### config.mk
export PLATFORM = sky130hd
export DESIGN_NAME = btn_edge_ctrl
export DESIGN_NICKNAME = d
export VERILOG_FILES = /design/src/rtl/btn_edge_ctrl.sv
export SDC_FILE = /design/constraint.sdc
export NUM_CORES = 1
export LEC_CHECK = 0
export ABC_CLOCK_PERIOD_IN_PS = 6200
export BUFFER_PORTS_ARGS = -buffer_cell sky130_fd_sc_hd__buf_2
export CAP_MARGIN = 20
export CORE_AREA = 5 5 105 116
export CTS_CLUSTER_SIZE = 16
export DETAILED_ROUTE_END_ITERATION = 10
export DIE_AREA = 0 0 110 121
export GPL_TIMING_DRIVEN = 0
export PLACE_DENSITY = 0.78
export SETUP_SLACK_MARGIN = 0.5
export SYNTH_ARGS = -nofsm -noshare
export SYNTH_HDL_FRONTEND = slang
export SYNTH_SLANG_ARGS = --single-unit
### constraint.sdc
create_clock -name clk -period 6.2 [get_ports clk]
set_input_delay 1.24 -clock clk [delete_from_list [all_inputs] [get_ports clk]]
set_output_delay 1.24 -clock clk [all_outputs]
set_load 0.01 [all_outputs]
### src/rtl/btn_edge_ctrl.sv
// btn_edge_ctrl
//   Push-button controller for the Bridge button slot. Each raw button is
//   synchronised through two flops and debounced. Press (rise) and release
//   (fall) events are latched as sticky flags. Software sees levels, flags
//   and an interrupt mask through word-aligned registers. A registered level
//   interrupt is raised whenever an unmasked flag is set.
//
// Ports
//   clk          CPU clock from the Bridge
//   rst          synchronous, active-high reset
//   addr[31:0]   byte address; only addr[3:2] is decoded
//   we           single-cycle write strobe
//   wdata[31:0]  write data
//   button_input raw asynchronous buttons, 1 = pressed
//   rdata[31:0]  combinational read data
//   irq          registered level interrupt = |({fall,rise} & mask)
//
// Register map (addr[3:2])
//   00 LEVEL  {0, stable}                         read-only
//   01 FLAGS  {0, fall[8 +: N_BTN], 0, rise}      write-1-to-clear, set wins
//   10 MASK   same layout as FLAGS                read/write
//   11 reserved, reads 0
module btn_edge_ctrl #(
  parameter int N_BTN      = 5,
  parameter int DEB_CYCLES = 250000
) (
  input  logic             clk,
  input  logic             rst,
  input  logic [31:0]      addr,
  input  logic             we,
  input  logic [31:0]      wdata,
  input  logic [N_BTN-1:0] button_input,
  output logic [31:0]      rdata,
  output logic             irq
);

  localparam int CW = $clog2(DEB_CYCLES);
  localparam logic [CW-1:0] CNT_LAST = CW'(DEB_CYCLES - 1);

  logic [N_BTN-1:0] s1;
  logic [N_BTN-1:0] s2;
  logic [N_BTN-1:0] stable;
  logic [N_BTN-1:0] stable_nxt;
  logic [N_BTN-1:0] rise;
  logic [N_BTN-1:0] fall;
  logic [N_BTN-1:0] rise_nxt;
  logic [N_BTN-1:0] fall_nxt;
  logic [N_BTN-1:0] clr_rise;
  logic [N_BTN-1:0] clr_fall;
  logic [N_BTN-1:0] mask_rise;
  logic [N_BTN-1:0] mask_fall;
  logic [CW-1:0]    cnt     [N_BTN];
  logic [CW-1:0]    cnt_nxt [N_BTN];

  logic [1:0] reg_sel;
  logic       wr_flags;
  logic       wr_mask;
  logic       unused_bits;

  assign reg_sel  = addr[3:2];
  assign wr_flags = we && (reg_sel == 2'b01);
  assign wr_mask  = we && (reg_sel == 2'b10);

  // Address bits outside [3:2] are decoded by the Bridge.
  assign unused_bits = ^{addr[31:4], addr[1:0], wdata};

  // Debounce: the counter runs only while the synchronised input disagrees
  // with the accepted level; any agreeing cycle restarts it at zero.
  always_comb begin
    stable_nxt = stable;
    for (int unsigned i = 0; i < N_BTN; i++) begin
      cnt_nxt[i] = '0;
      if (s2[i] != stable[i]) begin
        if (cnt[i] == CNT_LAST) begin
          stable_nxt[i] = s2[i];
        end else begin
          cnt_nxt[i] = cnt[i] + 1'b1;
        end
      end
    end
  end

  // Clear is applied before the new edge is OR-ed in, so a set on the same
  // edge as a write-1-to-clear keeps the flag.
  always_comb begin
    clr_rise = wr_flags ? wdata[N_BTN-1:0]  : '0;
    clr_fall = wr_flags ? wdata[8 +: N_BTN] : '0;
    rise_nxt = (rise & ~clr_rise) | (stable_nxt & ~stable);
    fall_nxt = (fall & ~clr_fall) | (stable & ~stable_nxt);
  end

  always_ff @(posedge clk) begin
    if (rst) begin
      s1        <= '0;
      s2        <= '0;
      stable    <= '0;
      rise      <= '0;
      fall      <= '0;
      mask_rise <= '0;
      mask_fall <= '0;
      irq       <= 1'b0;
      for (int unsigned i = 0; i < N_BTN; i++) begin
        cnt[i] <= '0;
      end
    end else begin
      s1     <= button_input;
      s2     <= s1;
      stable <= stable_nxt;
      rise   <= rise_nxt;
      fall   <= fall_nxt;
      for (int unsigned i = 0; i < N_BTN; i++) begin
        cnt[i] <= cnt_nxt[i];
      end
      if (wr_mask) begin
        mask_rise <= wdata[N_BTN-1:0];
        mask_fall <= wdata[8 +: N_BTN];
      end
      // Uses the current flag/mask registers: one cycle behind any change.
      irq <= |((rise & mask_rise) | (fall & mask_fall));
    end
  end

  always_comb begin
    rdata = '0;
    if (!rst) begin
      case (reg_sel)
        2'b00: rdata[N_BTN-1:0] = stable;
        2'b01: begin
          rdata[N_BTN-1:0]  = rise;
          rdata[8 +: N_BTN] = fall;
        end
        2'b10: begin
          rdata[N_BTN-1:0]  = mask_rise;
          rdata[8 +: N_BTN] = mask_fall;
        end
        default: rdata = '0;
      endcase
    end
  end

endmodule

==> impl_metrics.toml <==
[worst_setup_path]
path_class = "primary input to primary output"
regToRegStartpoint = "cnt[0][54]"
cp-start-kind = "primary input"
worstSetupEndpointType = "primary output"
crit_arrival_ns = 2.87
required_ns = 4.96
worstSetupStartpoint = "rst"
reg2reg_depth = 7
worstPathMaxFanout = 10

[timing]
max_freq_ghz = 0.243
max_slew_margin = 0.595
hold_viol = 0
slew_violations = 0
fin_crit_sh = 0.663
holdWs_ns = 0.433
clock_skew_ns = 0.00782
rsz0062_at_grt = "no"
tightest_slew_ns = 0.608
tns_ns = 0
period_needed_ns = 4.11
setup_viol = 0

[synth]
ys_seq_elements = 126
ys_types = 48
syn_inst = 679
synthArstFlopShare = 0
syn-mean-instance-area_um2 = 8.59
yosys.area.top_type = "dfxtp_1"
synth_area_mm2 = 0.00583
netlist_top_cells_area = "dfxtp_1 (43%), xnor2_1 (6.9%), nor2_1 (5.9%)"
synth_top_family_by_area = "simple AND/OR/NAND/NOR gates"
ys_warn_count = 0
synth_top_area_frac = 0.433
synth_compound_area_frac = 0.0820
seq_area_frac_synth = 0.433
synth_simple_gate_area_frac = 0.300
synth-xor-area-share = 0.108
muxShareOfSynthArea = 0.00193
synth_flop_cell = "dfxtp_1"
yosys.area_share.adder = 0.0193
synth-edff-count = 0

[power_and_ir_drop]
internal_power_uw = 1430
pwr_density_cell_mw_per_mm2 = 266
swShare = 0.207
leakagePower_uw = 0.00227
ir_drop_mv = 0.175
combPwrFrac = 0.033
clockPowerShare = 0.512
p_switching_uw = 373
seq_power_share = 0.455

[finish]
mostFrequentLayoutCells = "dfxtp_1 (126), nor2_1 (92), nand2_1 (58), xnor2_1 (46), nand3_1 (33)"
final_nets = 829
syn2layout_area_growth_pct = 16.4
final_cells = 908
ff_latch_area_mm2 = 0.00252
multi_input_area_mm2 = 0.00307
drive_above_1_share = 0.129
layout_commonest_cell = "dfxtp_1"
n_fill_cell = 976

[placement]
gp_congestion = 0.868
portBuffers = 29
post-dp-hpwl_um = 9160
dp.cells = 876

[floorplan]
rows = 40
die_h_um = 121
die_x_um = 110
coreArea_mm2 = 0.0109
ioPinCount = 105
dieArea_mm2 = 0.0133
start_util = 0.537

[detailed_routing]
first_iter_violations = 305
antenna_left = 0
drtPass1Iterations = 6
routed-via-count = 4978
routed_wl_um = 12900
vias_per_cell = 5.48
wire_per_inst_um = 14.2
drc = 0

[grt]
antenna_found_initial = 0
grt_use_total = 0.202
overflow = 0
grt_first_pass_wirelength_um = 21600
grt_pass1_vias = 4739
grt_max_degree = 17

[clock_tree]
clock_latency_ns = 0.41
htree_num_levels = 4
cts-buffers-inserted = 17
cts_setup_buffers = 0
clkSlewWorstSetupHoldPaths_ns = 0.05
clockBufferDepth = 2
clock-sinks = 126
cts_tree = "done"
holdBufCountCts = 0
clockRootBuffer = "clkbuf_16"
cts.repair.resized = 0

[worst_hold_path]
hold_start = "s1[3]"
whs_path_depth = 1
min_path_type = "register to register"

[flow_run]
maxCapViolations = 0

[outcome]
status = "finished clean"
## critical path, cell delays in order
cell and delay (ns):
clkbuf_1 0.40, clkbuf_1 0.47, clkbuf_1 0.42, nor3_1 0.16, buf_2 0.17
## layer usage
layer / vias to the layer above / wire, um / part of all wire / global-route usage
met4: 0 / 244 / 0.019 / 0.0842
met3: 21 / 747 / 0.058 / 0.0585
met2: 144 / 6370 / 0.50 / 0.338
li1: 2485 / - / - / -
met1: 2328 / 5490 / 0.43 / 0.239
met5: - / 0 / 0 / 0
## synth_stat cells, types with 4 or more instances
cell type,count
nand2b_1,8
nand4_1,30
or3_1,9
a222oi_1,5
dfxtp_1,126
ha_1,9
nand3_1,33
o31ai_1,6
nand2_1,58
and2_1,8
a22oi_1,6
nor3_1,16
xor2_1,26
buf_4,22
nor2b_1,12
or4_1,8
xnor2_1,46
o41ai_1,4
and3_1,10
nor2_1,92
o21ai_0,9
a21oi_1,31
and4_1,8
nor4b_1,7
nor4_1,19
clkbuf_1,21
or3b_2,4
inv_1,13
## through the flow
stage,util,cell area [um^2],worst slack (ns),power [uW]
global route,0.625,6780,1.98,1870
CTS,0.625,6780,2.11,1820
detailed placement,0.574,6240,2.12,895
floorplan,-,5910,2.79,877
finish,0.625,6790,2.09,1800
global placement,0.574,6240,2.10,894
## registers in the layout (all words and copies together) (netlist names)
| register | count |
|---|---|
| s1 | 5 |
| s2 | 5 |
| mask_fall | 5 |
| mask_rise | 5 |
| fall | 5 |
| irq | 1 |
| cnt | 90 |
| rise | 5 |
| stable | 5 |
## power by group through the flow
stage / combinational (uW) / sequential (uW) / clock (uW)
floorplan: 40.3 / 837 / 0
global placement: 56.4 / 837 / 0
detailed placement: 57.6 / 838 / 0
CTS: 57.9 / 821 / 942
global route: 65.4 / 821 / 983
finish: 59.0 / 821 / 925
## area by class of cell
cell class / count / area share
clock buffer: 21 / 0.0664
timing repair buffer: 29 / 0.0214
clock inverter: 9 / 0.0140
inverter: 13 / 0.00719
tap: 147 / 0.0271
antenna: 2 / 0.000737
multi-input combinational: 514 / 0.452
buffer: 47 / 0.0398
sequential: 126 / 0.372
## logic make-up after synthesis
kind of cell               count (synthesis)
muxes                                      1
xor gates and xnor gates                  72
DFF                                      126
other                                      1
and+or+nand+nor                          336
adders and majority gates                  9
AOI/OAI and AO/OA                         74
buffers and inverters                     60
## final timing paths
kind	slack (ns)	to
setup / recovery	2.09	rdata[1]
hold / removal	0.43	s2[3]
setup reg to reg	3.77	cnt[0][65]
hold reg to reg	0.43	s2[3]
(Power assumes the default switching activity.)
